### config.mk
export PLATFORM = sky130hd
export DESIGN_NAME = m_clk_div
export DESIGN_NICKNAME = d
export VERILOG_FILES = /design/src/rtl/m_clk_div.sv
export SDC_FILE = /design/constraint.sdc
export NUM_CORES = 1
export LEC_CHECK = 0
export BUFFER_PORTS_ARGS = -buffer_cell sky130_fd_sc_hd__buf_2
export CAP_MARGIN = 30
export CELL_PAD_IN_SITES_DETAIL_PLACEMENT = 1
export CELL_PAD_IN_SITES_GLOBAL_PLACEMENT = 1
export CORE_UTILIZATION = 46
export CTS_BUF_LIST = sky130_fd_sc_hd__clkbuf_8
export DETAILED_ROUTE_END_ITERATION = 12
export GPL_TIMING_DRIVEN = 0
export PLACE_DENSITY_LB_ADDON = 0.1
export SETUP_SLACK_MARGIN = 0.1
export SKIP_CTS_REPAIR_TIMING = 1
export SYNTH_ARGS = -nofsm -noshare
export SYNTH_HDL_FRONTEND = slang
export SYNTH_SLANG_ARGS = --single-unit
### constraint.sdc
create_clock -name clk -period 3 [get_ports clk]
set_clock_uncertainty 0.1 [all_clocks]
set_input_delay 0.9 -clock clk [delete_from_list [all_inputs] [get_ports clk]]
set_output_delay 0.9 -clock clk [all_outputs]
set_load 0.005 [all_outputs]
### src/rtl/m_clk_div.sv
// Programmable clock divider: registered 50%-ish divided clock with a handshaked divisor change
// applied only at period boundaries. Define M_CLK_DIV_TICK_EN to add the clk_tick rising-edge pulse.
module m_clk_div #(
  parameter int DIV_W     = 8,
  parameter int RESET_DIV = 2
) (
  input  logic             clk,
  input  logic             rst,
  input  logic             clk_en,
  input  logic [DIV_W-1:0] div_val,
  input  logic             div_req,
  output logic             div_ack,
  output logic             div_err,
  output logic             clk_out
`ifdef M_CLK_DIV_TICK_EN
  ,
  output logic             clk_tick
`endif
);

  typedef enum logic [1:0] {IDLE, PEND, WAIT_LOW} req_state_t;

  req_state_t       state_q, state_d;
  logic [DIV_W-1:0] p_q, p_d;
  logic [DIV_W-1:0] n_q, n_d;
  logic [DIV_W-1:0] pend_q, pend_d;
  logic             clk_out_d;
  logic             ack_d, err_d;
  logic             running, last_phase, at_boundary;

  // A period in progress always runs to completion, even after clk_en drops.
  assign running     = clk_en || (p_q != '0);
  assign last_phase  = (p_q == n_q - DIV_W'(1));
  assign at_boundary = !running || last_phase;

  always_comb begin
    state_d   = state_q;
    p_d       = '0;
    n_d       = n_q;
    pend_d    = pend_q;
    clk_out_d = 1'b0;
    ack_d     = 1'b0;
    err_d     = 1'b0;

    if (running) begin
      clk_out_d = (p_q < (n_q >> 1));
      p_d       = last_phase ? '0 : p_q + DIV_W'(1);
    end

    case (state_q)
      IDLE: begin
        if (div_req) begin
          if (div_val < DIV_W'(2)) begin
            ack_d   = 1'b1;
            err_d   = 1'b1;
            state_d = WAIT_LOW;
          end else begin
            pend_d  = div_val;
            state_d = PEND;
          end
        end
      end
      PEND: begin
        // The new divisor takes effect only where p restarts, so no period is ever truncated.
        if (at_boundary) begin
          n_d     = pend_q;
          p_d     = '0;
          ack_d   = 1'b1;
          state_d = WAIT_LOW;
        end
      end
      WAIT_LOW: begin
        if (!div_req) state_d = IDLE;
      end
      default: state_d = IDLE;
    endcase
  end

  always_ff @(posedge clk) begin
    if (rst) begin
      state_q <= IDLE;
      p_q     <= '0;
      n_q     <= DIV_W'(RESET_DIV);
      pend_q  <= '0;
      clk_out <= 1'b0;
      div_ack <= 1'b0;
      div_err <= 1'b0;
    end else begin
      state_q <= state_d;
      p_q     <= p_d;
      n_q     <= n_d;
      pend_q  <= pend_d;
      clk_out <= clk_out_d;
      div_ack <= ack_d;
      div_err <= err_d;
    end
  end

`ifdef M_CLK_DIV_TICK_EN
  always_ff @(posedge clk) begin
    if (rst) clk_tick <= 1'b0;
    else     clk_tick <= clk_out_d && !clk_out;
  end
`endif

endmodule
==> results of run 1 <==
per-stage QoR:
step,instance area (sq um),utilization [%],hold WS [ns],setup slack (ns)
3_5_place_dp,1680,53.7,0.363,0.279
2_1_floorplan,1560,-,0.321,0.739
4_1_cts,1770,56.5,0.372,0.547
3_3_place_gp,1680,53.7,0.338,0.349
5_1_grt,1770,56.5,0.391,0.400
6_report,1770,56.5,0.373,0.597
metal layers:
metal	track usage, %	routed length, microns
met1	25.1	1510
met2	36.9	1770
met3	6.71	123
met4	6.98	40
met5	0	0
synth_stat cells, drive strengths merged, types with 5 or more instances:
master   n  area [sq um]
dfxtp   29           581
ha       9           113
nand3    7          40.0
inv     12          45.0
nor3     6          30.0
mux2i   15           150
a21o     5          37.5
buf      5          37.5
xor2    12           105
nor2    28           108
a21oi    5          25.0
worst max-delay path, delay by kind of cell, from the launching register on:
family	cells	cell delay, ns
simple gates	3	0.31
mux	1	0.16
compound gates	2	0.50
xor+xnor	1	0.13
flops	1	0.43
fa+ha+maj	1	0.20
buf+inv	3	0.44
power by group through the flow:
stage | Sequential, uW | Combinational, uW | Clock [uW]
6_report | 488 | 438 | 318
5_1_grt | 493 | 491 | 343
4_1_cts | 489 | 447 | 322
3_5_place_dp | 496 | 442 | 0
3_3_place_gp | 495 | 422 | 0
2_1_floorplan | 480 | 348 | 0
cells by family (layout without fill, tap and decap cells):
kind of cell    after synthesis  count (layout)  share of synthesized area (%)
compound gates               21              21                           10.7
flops                        29              29                           37.3
simple gates                 63              63                           20.6
mux                          15              15                           9.65
xor+xnor                     15              15                           8.45
buf+inv                      20              41                           6.03
fa+ha+maj                     9               9                           7.24
how the worst max path moves through the flow:
stage                     from   endpoint  slack [ns]  cells after the start
finish                  n_q[0]     n_q[5]        0.60                     11
global route            n_q[0]     n_q[3]        0.40                     11
CTS                 div_val[4]  pend_q[4]        0.55                      7
detailed placement  div_val[4]  pend_q[5]        0.28                      7
global placement    div_val[4]  pend_q[3]        0.35                      7
floorplan           div_val[4]  pend_q[0]        0.74                      6
layout make-up:
class / count / area [sq um]
fillers: 381 / 1360
multi-input cells: 123 / 881
flip-flops and latches: 29 / 581
clock buffers: 6 / 82.6
repair buffers: 14 / 70.1
well taps: 44 / 55.1
plain buffers: 8 / 48.8
inverters: 12 / 45.0
clock inverters: 1 / 3.75
flip-flops by register name (all words and copies together), names as in the netlist:
| name | count |
|---|---|
| n_q | 8 |
| p_q | 8 |
| pend_q | 8 |
| state_q | 2 |
| clk_out | 1 |
| div_ack | 1 |
| div_err | 1 |
==> key figures, run 1 <==
Logic synthesis
  • Ys flop type: dfxtp_1
  • Post-synthesis sequential area ratio: 37.3%
  • Syn_nets: 193
  • Share of flip-flops with an asynchronous set or reset: 0%
  • Post-synth EDFFs: 0
  • Synth cell types: 35
  • Syn Area/Cell: 9.04 sq um
  • Post-Syn Area: 1560 sq um
  • Synth warnings: 0
  • Cells after Synth: 172
  • Seq cells post-synth: 29

Clock network
  • Root Driver: clkbuf_8
  • # clock sinks: 29
  • CTS tree: built
  • CTS clk-pin slew, worst paths: 0.06 ns
  • Clk_lat worst skew: 0.27 ns
  • CTS Buf Count: 5
  • CTS max path bufs: 2
  • H-tree Lvls: 2

STA
  • Max frequency: 416 MHz
  • Worst-Margin Slew: 0.542 ns
  • Final hold vios: 0
  • Unrepaired setup endpoints after global routing: no
  • Pins over their slew limit: 0
  • Worst slew margin: 63.8%
  • Total Negative Setup Slacks: 0 ns
  • Fin crit period: 2.40 ns
  • Period Utilization, post-route: 80.1%
  • Final setup vio count: 0

Worst setup path
  • R2R Setup Slk: 0.60 ns
  • Endpoint type of the worst setup path: flip-flop
  • Crit path DAT: 2.45 ns
  • Slowest stage cell, crit path: dfxtp_1
  • Crit Path Max Fanout: 10
  • Crit-path max cell delay: 0.43 ns
  • R2R Path End: n_q[5]
  • Reg2Reg Depth: 11
  • Critical Path RT: 3.05 ns
  • Critical path startpoint category: flip-flop
  • CP Cell Sequence: inv_1 -> ha_1 -> buf_2 -> xnor2_1 -> nor3_1 -> a211oi_1 -> o31ai_2 -> nand3_2 -> buf_6 -> mux2i_1 -> nor2_1
  • R2r startpoint: n_q[0]
  • Kind of critical path: flip-flop to flip-flop

Floorplanning
  • Starting density of the core: 49.7%
  • Die H: 60.1 microns
  • Std-Cell Rows: 20
  • Die width: 60.1 microns
  • Core Area: 3130 sq um
  • Full die area: 3620 sq um
  • IO Count: 15

Global route
  • Vias in the first global route: 1251
  • First-pass GRT wire length: 5670 microns
  • Grt total ovfl: 0
  • Total GRT Usage: 21.5%
  • Largest net degree at the start of global routing: 11
  • Initial antenna violation count: 0

Placed design
  • Post-placement cell count: 230
  • Port Buffers: 14
  • RD Place Congestion: 0.732
  • DP Wirelength: 2590 microns

Route
  • Routed wire length: 3440 microns
  • DR pass1 iterations: 4
  • Vias: 1261
  • # DRC: 0
  • Antenna Nets Post-Route: 0
  • Initial DRC Count: 35
  • Vias per cell: 5.32
  • Avg WL per Cell: 14.5 microns

Final layout
  • # diodes: 0
  • Area grow syn2layout: 13.6%
  • Share of cells above drive strength 1: 17.1%
  • Most frequent cells in the layout: dfxtp_1 (29), nor2_1 (27), buf_2 (17), mux2i_1 (15), inv_1 (13)
  • Nets@finish: 214
  • Fin cells: 237
  • Most common cell after layout, fill and taps aside: dfxtp_1

Power
  • Sequential Power Share: 39.3%
  • Clock share of power: 25.5%
  • Power Total: 1240 uW
  • Net Sw Power: 420 uW
  • Peak VDD IR: 342 uV
  • Sw Ratio: 33.8%
  • Pwr/cell area: 704 nW/um^2
  • Comb pwr share: 35.2%
  • Pint: 823 uW
  • Pleak: 0.000836 uW

Min path
  • Hold Path Class: flip-flop to flip-flop
  • Hold Path Origin: state_q[1]
  • Worst Hold Path Cells: 1
  • Hold Path Sink: div_err

Status
  • Outcome: complete, no violations

Job
  • Max Cap Viol: 0
(Power assumes the default switching activity.)
==> run 2, diff against run 1 <==
--- a/config.mk
+++ b/config.mk
@@ -9,7 +9,7 @@
 export CAP_MARGIN = 30
 export CELL_PAD_IN_SITES_DETAIL_PLACEMENT = 1
 export CELL_PAD_IN_SITES_GLOBAL_PLACEMENT = 1
-export CORE_UTILIZATION = 46
+export CORE_UTILIZATION = 42
 export CTS_BUF_LIST = sky130_fd_sc_hd__clkbuf_8
 export DETAILED_ROUTE_END_ITERATION = 12
 export GPL_TIMING_DRIVEN = 0
==> constraint.sdc (replaced) <==
create_clock -name clk -period 2.05 [get_ports clk]
set_clock_uncertainty 0.1 [all_clocks]
set_input_delay 0.615 -clock clk [delete_from_list [all_inputs] [get_ports clk]]
set_output_delay 0.615 -clock clk [all_outputs]
set_load 0.005 [all_outputs]
==> run 2 against run 1 <==
The run now ends with setup timing left. Die area grew 9.2%. Routed wire length grew 17%. Utilization grew 1.9 points. First-iteration DRC count grew 43%. Worst hold slack gained 0.023 ns. Register-to-register slack lost 0.76 ns. Power grew 62%. Clock-buffer cell count shrank 1. Design area grew 14%.
==> key figures, run 2 (synthesis results as in run 1) <==
Clock network
  • Clk_lat worst skew: 0.29 ns (+0.02 ns)
  • H-tree Lvls: 2 (unchanged)
  • CTS tree: built
  • CTS clk-pin slew, worst paths: 0.07 ns (about the same)
  • Root Driver: clkbuf_8
  • CTS max path bufs: 2 (unchanged)
  • CTS Buf Count: 5 (unchanged)
  • # clock sinks: 29 (unchanged)

Route
  • Vias: 1304 (+3.4%)
  • Vias per cell: 5.24 (-1.6%)
  • DR pass1 iterations: 4 (unchanged)
  • Avg WL per Cell: 16.2 microns (+12%)
  • Initial DRC Count: 50 (+43%)
  • Antenna Nets Post-Route: 0 (unchanged)
  • # DRC: 0 (unchanged)
  • Routed wire length: 4040 microns (+17%)

Placed design
  • Port Buffers: 14 (unchanged)
  • Post-DP Area: 1710 sq um (+1.9%)
  • DP Wirelength: 2760 microns (+6.8%)
  • RD Place Congestion: 0.754 (+3.0%)
  • Post-placement cell count: 232 (+0.87%)
  • Setup WS pre-CTS: -0.210 ns (-0.489 ns)

Power
  • Pwr/cell area: 1000 nW/um^2 (+43%)
  • Sw Ratio: 37.4% (+3.7 points)
  • Peak VDD IR: 484 uV (+42%)
  • Pint: 1260 uW (+53%)
  • Clock share of power: 22.4% (-3.1 points)
  • Comb pwr share: 41.8% (+6.6 points)
  • Power Total: 2020 uW (+62%)
  • Sequential Power Share: 35.8% (-3.5 points)
  • Pleak: 0.000901 uW (+7.8%)
  • Net Sw Power: 755 uW (+80%)

STA
  • Period Utilization, post-route: 108% (+28 points)
  • Max frequency: 451 MHz (+8.3%)
  • Final hold vios: 0 (unchanged)
  • Fin crit period: 2.22 ns (-0.185 ns)
  • Final setup vio count: 17 (+17)
  • Worst slew margin: 68.2% (+4.3 points)
  • Worst setup margin: -0.168 ns (-0.765 ns)
  • Total Negative Setup Slacks: -1.69 ns (-1.69 ns)
  • Worst-Margin Slew: 0.478 ns (-0.0645 ns)
  • Unrepaired setup endpoints after global routing: yes
  • Pins over their slew limit: 0 (unchanged)

Final layout
  • Post-route cell area: 2010 sq um (+14%)
  • Area grow syn2layout: 29.1%
  • # diodes: 0 (unchanged)
  • Most frequent cells in the layout: dfxtp_1 (26), nor2_1 (19), mux2i_1 (15), buf_2 (14), xor2_1 (12)
  • Most common cell after layout, fill and taps aside: dfxtp_1
  • Fin cells: 249 (+5.1%)
  • Nets@finish: 223 (+4.2%)
  • Share of cells above drive strength 1: 33.5% (+16 points)
  • Top Registers: n_q: 8 flops, p_q: 8 flops, pend_q: 8 flops

Worst setup path
  • Slowest stage cell, crit path: dfxtp_4
  • CP Cell Sequence: inv_4 -> ha_4 -> buf_6 -> xnor2_2 -> nor3_2 -> a211oi_2 -> o31ai_4 -> nand3_2 -> buf_8 -> mux2i_1 -> nor2_1
  • Endpoint type of the worst setup path: flip-flop
  • Crit. path cell count: 11 (unchanged)
  • Critical Path RT: 2.11 ns (-0.94 ns)
  • Worst path buffer plus inverter count: 3 (unchanged)
  • Family with the most delay on the worst path: compound AO/OA/AOI/OAI gates
  • Critical path startpoint category: flip-flop
  • Kind of critical path: flip-flop to flip-flop
  • Reg2Reg Depth: 11 (unchanged)
  • Crit path DAT: 2.27 ns (-0.18 ns)
  • Crit Path Max Fanout: 10 (unchanged)
  • Crit-path max cell delay: 0.37 ns (-0.06 ns)

Global route
  • Total GRT Usage: 20.8% (-0.67 points)
  • Vias in the first global route: 1330 (+6.3%)
  • Grt total ovfl: 0 (unchanged)
  • Initial antenna violation count: 0 (unchanged)
  • First-pass GRT wire length: 6250 microns (+10%)
  • Largest net degree at the start of global routing: 11 (unchanged)

Floorplanning
  • Die width: 62.9 microns (+4.5%)
  • Core Area: 3440 sq um (+10%)
  • Starting density of the core: 45.2% (-4.5 points)
  • Std-Cell Rows: 21 (+5.0%)
  • Die H: 62.9 microns (+4.5%)
  • IO Count: 15 (unchanged)
  • Full die area: 3950 sq um (+9.2%)

Min path
  • Hold Path Class: flip-flop to flip-flop
  • Worst Hold Path Cells: 1 (unchanged)

Status
  • Failing checks: setup timing
  • Outcome: finished, violations left

Job
  • Max Cap Viol: 0 (unchanged)
run 2: cell types whose count changed in the layout (fill, tap and decap cells not counted), moves of 3 or more:
cell | before | now
buf_6 | 2 | 6
nor2_2 | 1 | 7
nor2_4 | 0 | 3
nor2_1 | 27 | 19
buf_2 | 17 | 14
buf_4 | 0 | 6
dfxtp_4 | 0 | 3
dfxtp_1 | 29 | 26
inv_1 | 13 | 10
run 2: stage by stage:
stage                     hold slack (ns)  util (%)
final                               0.396      58.3
after floorplan                     0.330         -
after global placement              0.365      49.8
after detailed placement            0.384      49.8
after global routing                0.417      58.3
after CTS                           0.395      52.2
run 2: per-layer routing:
layer | track usage [%] | vias to the layer above | wire length (microns)
met5 | 0 | - | 0
met4 | 6.98 | 0 | 72
met3 | 6.02 | 7 | 89
met2 | 34.2 | 15 | 2010
met1 | 25.9 | 630 | 1860
li1 | - | 652 | -
run 2: cell type report:
| class | count | area, sq um |
|---|---|---|
| tap | 46 | 57.6 |
| clock buffer | 5 | 68.8 |
| fill | 397 | 1430 |
| sequential | 29 | 592 |
| clock inverter | 3 | 13.8 |
| buffer | 8 | 65.1 |
| multi-input combinational | 124 | 1010 |
| inverter | 12 | 55.1 |
| timing repair buffer | 22 | 144 |
run 2: worst paths after layout:
| kind | from | end | slack, ns |
|---|---|---|---|
| setup / recovery | n_q[0] | n_q[0] | -0.17 |
| hold reg to reg | state_q[1] | div_err | 0.40 |
| hold / removal | state_q[1] | div_err | 0.40 |
| setup reg to reg | n_q[0] | n_q[0] | -0.17 |
run 2: power groups by stage:
stage	Sequential, uW	Clock [uW]	Combinational [uW]
2_1_floorplan	704	0	528
3_3_place_gp	722	0	641
3_5_place_dp	730	0	673
4_1_cts	717	467	677
5_1_grt	732	491	922
6_report	721	452	843
run 2: worst reg2reg max path, stage by stage, from the launching register on:
cell and delay, ns:
dfxtp_4 0.37, inv_4 0.04, ha_4 0.15, buf_6 0.13
xnor2_2 0.14, nor3_2 0.20, a211oi_2 0.09, o31ai_4 0.36
nand3_2 0.12, buf_8 0.16, mux2i_1 0.16, nor2_1 0.07
